### src/rtl/branch_cond_resolver.sv
// branch_cond_resolver: resolves SPARC Bicc conditions from PSR or forwarded ALU flags,
// stalls the front end on in-flight cc writes and sequences the delay-slot annul decision.
`default_nettype none

module branch_cond_resolver #(
  parameter int MAX_CC_WAIT = 4,
  parameter int CNT_W       = 3
) (
  input  logic       clk,
  input  logic       Clr,
  input  logic       br_valid,
  input  logic [3:0] br_cond,
  input  logic       br_annul,
  input  logic [3:0] psr_flags,
  input  logic [3:0] alu_flags,
  input  logic       alu_flags_we,
  input  logic       cc_pending,
  input  logic       slot_adv,
  output logic       stall,
  output logic       br_taken,
  output logic       annul_slot,
  output logic       busy,
  output logic       cc_timeout,
  output logic       dcti_err
);

  typedef enum logic [1:0] {
    IDLE    = 2'd0,
    WAIT_CC = 2'd1,
    SLOT    = 2'd2
  } state_t;

  localparam logic [CNT_W-1:0] CNT_LAST = CNT_W'(MAX_CC_WAIT - 1);

  state_t           state, state_nx;
  logic [3:0]       cond_q, cond_nx;
  logic             annul_q, annul_nx;
  logic             dec_q, dec_nx;
  logic [CNT_W-1:0] cnt, cnt_nx;
  logic             taken_nx, dcti_nx;

  logic             res_go, res_annul, res_taken;
  logic [3:0]       res_cond, res_flags, eff_flags;

  // Flag order: [3]=N, [2]=C, [1]=Z, [0]=V
  function automatic logic cond_eval(input logic [3:0] c, input logic [3:0] f);
    logic n, cy, z, v;
    n  = f[3];
    cy = f[2];
    z  = f[1];
    v  = f[0];
    case (c)
      4'h0:    cond_eval = 1'b0;
      4'h1:    cond_eval = z;
      4'h2:    cond_eval = z | (n ^ v);
      4'h3:    cond_eval = n ^ v;
      4'h4:    cond_eval = cy | z;
      4'h5:    cond_eval = cy;
      4'h6:    cond_eval = n;
      4'h7:    cond_eval = v;
      4'h8:    cond_eval = 1'b1;
      4'h9:    cond_eval = ~z;
      4'hA:    cond_eval = ~(z | (n ^ v));
      4'hB:    cond_eval = ~(n ^ v);
      4'hC:    cond_eval = ~(cy | z);
      4'hD:    cond_eval = ~cy;
      4'hE:    cond_eval = ~n;
      default: cond_eval = ~v;
    endcase
  endfunction

  assign eff_flags = alu_flags_we ? alu_flags : psr_flags;
  assign busy      = (state != IDLE);

  always_comb begin
    state_nx   = state;
    cond_nx    = cond_q;
    annul_nx   = annul_q;
    dec_nx     = dec_q;
    cnt_nx     = cnt;
    taken_nx   = 1'b0;
    dcti_nx    = 1'b0;
    stall      = 1'b0;
    annul_slot = 1'b0;
    cc_timeout = 1'b0;
    res_go     = 1'b0;
    res_cond   = cond_q;
    res_annul  = annul_q;
    res_flags  = eff_flags;
    res_taken  = 1'b0;

    case (state)
      IDLE: begin
        if (br_valid) begin
          res_cond  = br_cond;
          res_annul = br_annul;
          if (cc_pending && !alu_flags_we) begin
            stall    = 1'b1;
            state_nx = WAIT_CC;
            cond_nx  = br_cond;
            annul_nx = br_annul;
            cnt_nx   = '0;
          end else begin
            res_go = 1'b1;
          end
        end
      end
      WAIT_CC: begin
        stall   = 1'b1;
        dcti_nx = br_valid;
        if (alu_flags_we || !cc_pending) begin
          res_go = 1'b1;
        end else if (cnt == CNT_LAST) begin
          // Watchdog expired: fall back to whatever the PSR holds now
          res_go     = 1'b1;
          res_flags  = psr_flags;
          cc_timeout = 1'b1;
        end else begin
          cnt_nx = cnt + 1'b1;
        end
      end
      SLOT: begin
        dcti_nx = br_valid;
        if (slot_adv) begin
          annul_slot = dec_q;
          state_nx   = IDLE;
        end
      end
      default: state_nx = IDLE;
    endcase

    if (res_go) begin
      res_taken = cond_eval(res_cond, res_flags);
      taken_nx  = res_taken;
      dec_nx    = res_annul & (~res_taken | (res_cond == 4'h8));
      cnt_nx    = '0;
      state_nx  = SLOT;
    end
  end

  always_ff @(posedge clk or negedge Clr) begin
    if (!Clr) begin
      state    <= IDLE;
      cond_q   <= 4'h0;
      annul_q  <= 1'b0;
      dec_q    <= 1'b0;
      cnt      <= '0;
      br_taken <= 1'b0;
      dcti_err <= 1'b0;
    end else begin
      state    <= state_nx;
      cond_q   <= cond_nx;
      annul_q  <= annul_nx;
      dec_q    <= dec_nx;
      cnt      <= cnt_nx;
      br_taken <= taken_nx;
      dcti_err <= dcti_nx;
    end
  end

endmodule

`default_nettype wire
### config.mk
export PLATFORM = sky130hd
export DESIGN_NAME = branch_cond_resolver
export DESIGN_NICKNAME = d
export VERILOG_FILES = /design/src/rtl/branch_cond_resolver.sv
export SDC_FILE = /design/constraint.sdc
export NUM_CORES = 1
export LEC_CHECK = 0
export CAP_MARGIN = 0
export CORE_ASPECT_RATIO = 0.8
export CORE_MARGIN = 2
export CORE_UTILIZATION = 46
export DETAILED_ROUTE_END_ITERATION = 7
export PLACE_DENSITY = 0.74
export SETUP_SLACK_MARGIN = 0.02
export SLEW_MARGIN = 0
export SYNTH_ARGS = -nofsm -noshare
export SYNTH_HDL_FRONTEND = slang
export SYNTH_SLANG_ARGS = --single-unit
### constraint.sdc
create_clock -name clk -period 5.2 [get_ports clk]
set_clock_uncertainty 0.1 [all_clocks]
set_input_delay 1.3 -clock clk [delete_from_list [all_inputs] [get_ports clk]]
set_output_delay 1.3 -clock clk [all_outputs]
set_load 0.005 [all_outputs]
==> flow_summary.toml <==
[timing]
rsz0062_at_grt = "false"
max_slew_margin = 0.5884
totalNegativeSetupSlack_ns = 0
hold_viol = 0
fin_crit_sh = 0.8629
tightest_slew_ns = 0.6155
fin_crit_ns = 4.487
setup_viol_count_final = 0
drv_slew = 0
fmax_ghz = 0.2229

[worst_setup_path]
crit_slowest_cell = "clkdlybuf4s50_1"
r2r-start = "state[0]"
start_kind = "input pin"
cp.required_ns = 3.80
path_max_fanout = 8
worstSetupEndpointType = "output pin"
max_stage_delay_ns = 0.60
crit_chain = "clkdlybuf4s50_1 > nor2b_1 > nand2_1 > nand2_1 > clkdlybuf4s50_1"
worstSetupPathType = "input pin to output pin"
cp-startpoint = "alu_flags_we"
cp.arrival_ns = 3.09

[global_route]
antenna_found_initial = 0
grt_pass1_vias = 905
overflow = 0
track_usage = 0.2109
grt_pass1_wl_mm = 4.367
grt_max_degree = 14

[synthesis]
synth_nets = 145
synthCells = 121
avgSynthCellArea_um2 = 9.275
yosysWarningCount = 0
synth_seq_area_share = 0.2899
ys_ff_latch = 13
yosysUniqueCellTypes = 36
synth_area_um2 = 1122

[floorplan]
start_util = 0.5025
die_x_um = 59.23
die-area_um2 = 2853
rows = 15
core_area_um2 = 2233
num_io_pins = 25
die_y_um = 48.18

[cts]
clkTransAtPathRegs_ns = 0.08
htree_levels = 1
post-cts-setup-buffers = 0
clockRootBuffer = "clkbuf_4"
postCtsHoldBufs = 0
cts_buffer_depth = 2
tritoncts = "built"
cts_resized = 0
cts-buffers-inserted = 3
insertion_delay_ns = 0.28
cts.sinks = 13

[cells_and_area]
nFillCells = 199
diodes = 0
fin_area_um2 = 1383
multi_input_area_um2 = 721.9
seqCellArea_um2 = 325.3
nets = 171
drive_gt1_frac = 0.1233
syn2layout_area_growth_pct = 23.19

[power]
p_comb_frac = 0.591
power_frac_clock = 0.104
power.density_nw_per_um2 = 448.6
p_int_mw = 0.3520
leakagePower_nw = 0.5969
irDropWorstVdd_mv = 0.2044
switching_share = 0.4325
switching_power_mw = 0.2683
seqPwrFrac = 0.306

[routing]
viasPerCell = 5.912
drt_wl_total_mm = 2.708
drc_errors = 0
wire_per_inst_um = 15.84
vias = 1011
drt_pass1_iterations = 4
first_iter_violations = 57
antenna_left = 0

[outcome]
run_status = "finished clean"

[place]
routabilityCongestion = 0.8313
hpwl_mm = 2.146
place_area_um2 = 1356
port_buffers = 24

[min_path]
min-delay-start = "cnt[2]"
hold_path.class = "register to register"

[run]
cap_viol_max_count = 0
-- power groups by stage --
stage | clock, mW | combinational [mW] | sequential, mW
after CTS | 0.0648 | 0.366 | 0.189
final | 0.0643 | 0.366 | 0.190
after floorplan | 0 | 0.271 | 0.178
after global placement | 0 | 0.355 | 0.187
after detailed placement | 0 | 0.364 | 0.191
after global routing | 0.0683 | 0.409 | 0.194
-- final cells by class --
type	instances	share of cell area
repair buffers	25	0.1792
inverters	8	0.02172
clock buffers	4	0.01900
flip-flops and latches	13	0.2353
multi-input cells	96	0.5222
well taps	25	0.02262
-- cells in the mapped netlist --
cell,instances,area share
inv_1,7,0.023
nand2_8,1,0.018
nand4b_1,2,0.016
and4_4,1,0.010
inv_2,1,0.0033
a221oi_1,1,0.0078
a31oi_2,2,0.022
and3_1,2,0.011
o2111ai_1,1,0.0078
dfrtp_1,13,0.29
and3_4,1,0.010
buf_6,4,0.040
a31oi_1,2,0.011
nor3_1,2,0.0089
o21ai_0,5,0.022
mux2i_1,11,0.098
a211oi_1,4,0.027
mux2_2,5,0.050
xor2_1,2,0.016
a21o_1,1,0.0067
nor2_1,12,0.040
and2_4,1,0.0078
o41ai_1,1,0.0078
o32ai_1,1,0.0078
nand2_1,7,0.023
nand2b_1,4,0.022
a22oi_1,1,0.0067
o221a_2,1,0.010
a21oi_1,7,0.031
and2_1,2,0.011
ha_1,5,0.056
nor2b_1,2,0.011
a211oi_2,1,0.011
nand3_1,3,0.013
and4b_1,2,0.018
o31a_1,3,0.023
-- routing by layer --
layer | track usage | routed length, um | vias up
met5 | 0 | 0 | -
met4 | 0.02727 | 0 | 0
met3 | 0.05040 | 172 | 0
met2 | 0.3363 | 1192 | 30
met1 | 0.3018 | 1343 | 477
li1 | - | - | 504
-- final timing paths --
| kind | to | slack, ns | cells after the start |
|---|---|---|---|
| min reg2reg | cnt[2] | 0.39 | 2 |
| min in group asynchronous | dcti_err | 1.29 | 1 |
| max | stall | 0.71 | 5 |
| max reg2reg | dec_q | 2.60 | 8 |
| min | cnt[2] | 0.39 | 2 |
| max in group asynchronous | cond_q[1] | 3.30 | 1 |
-- flip-flops by register name, indices dropped and copies added (netlist names) --
signal    count
annul_q       1
br_taken      1
cnt           3
cond_q        4
dcti_err      1
dec_q         1
state         2
-- logic make-up after synthesis --
family,count (synthesis),share of synthesized area
simple gates,42,0.2207
compound gates,31,0.2029
mux,16,0.1483
flops,13,0.2899
buf+inv,12,0.06689
fa+ha+maj,5,0.05574
xor+xnor,2,0.01561
-- critical path, delay by kind of cell --
kind                   cells  cell delay, ns
and+or+nand+nor            3            0.69
buffers and inverters      2            1.10
-- per-stage QoR --
| step | setup WS, ns | cells | hold slack [ns] | utilization | total power, mW |
|---|---|---|---|---|---|
| after floorplan | 1.931 | 121 | 0.3432 | - | 0.4488 |
| after global placement | 0.7735 | 167 | 0.3631 | 0.6073 | 0.5415 |
| after detailed placement | 0.7397 | 167 | 0.3750 | 0.6073 | 0.5547 |
| after CTS | 0.7263 | 171 | 0.3924 | 0.6190 | 0.6193 |
| after global routing | 0.5964 | 171 | 0.4209 | 0.6190 | 0.6705 |
| final | 0.7131 | 171 | 0.3924 | 0.6190 | 0.6203 |
-- placed cells by master, fill, tap and decap left out, types with 4 or more instances in the layout --
master	netlist	routed
nor2_1	12	12
dfrtp_1	13	13
mux2_2	5	5
nand2b_1	4	4
a211oi_1	4	4
ha_1	5	5
nand2_1	7	7
a21oi_1	7	7
mux2i_1	11	11
o21ai_0	5	5
inv_1	7	7
clkdlybuf4s50_1	0	24
Note: power is estimated with default switching activity, not from simulation.
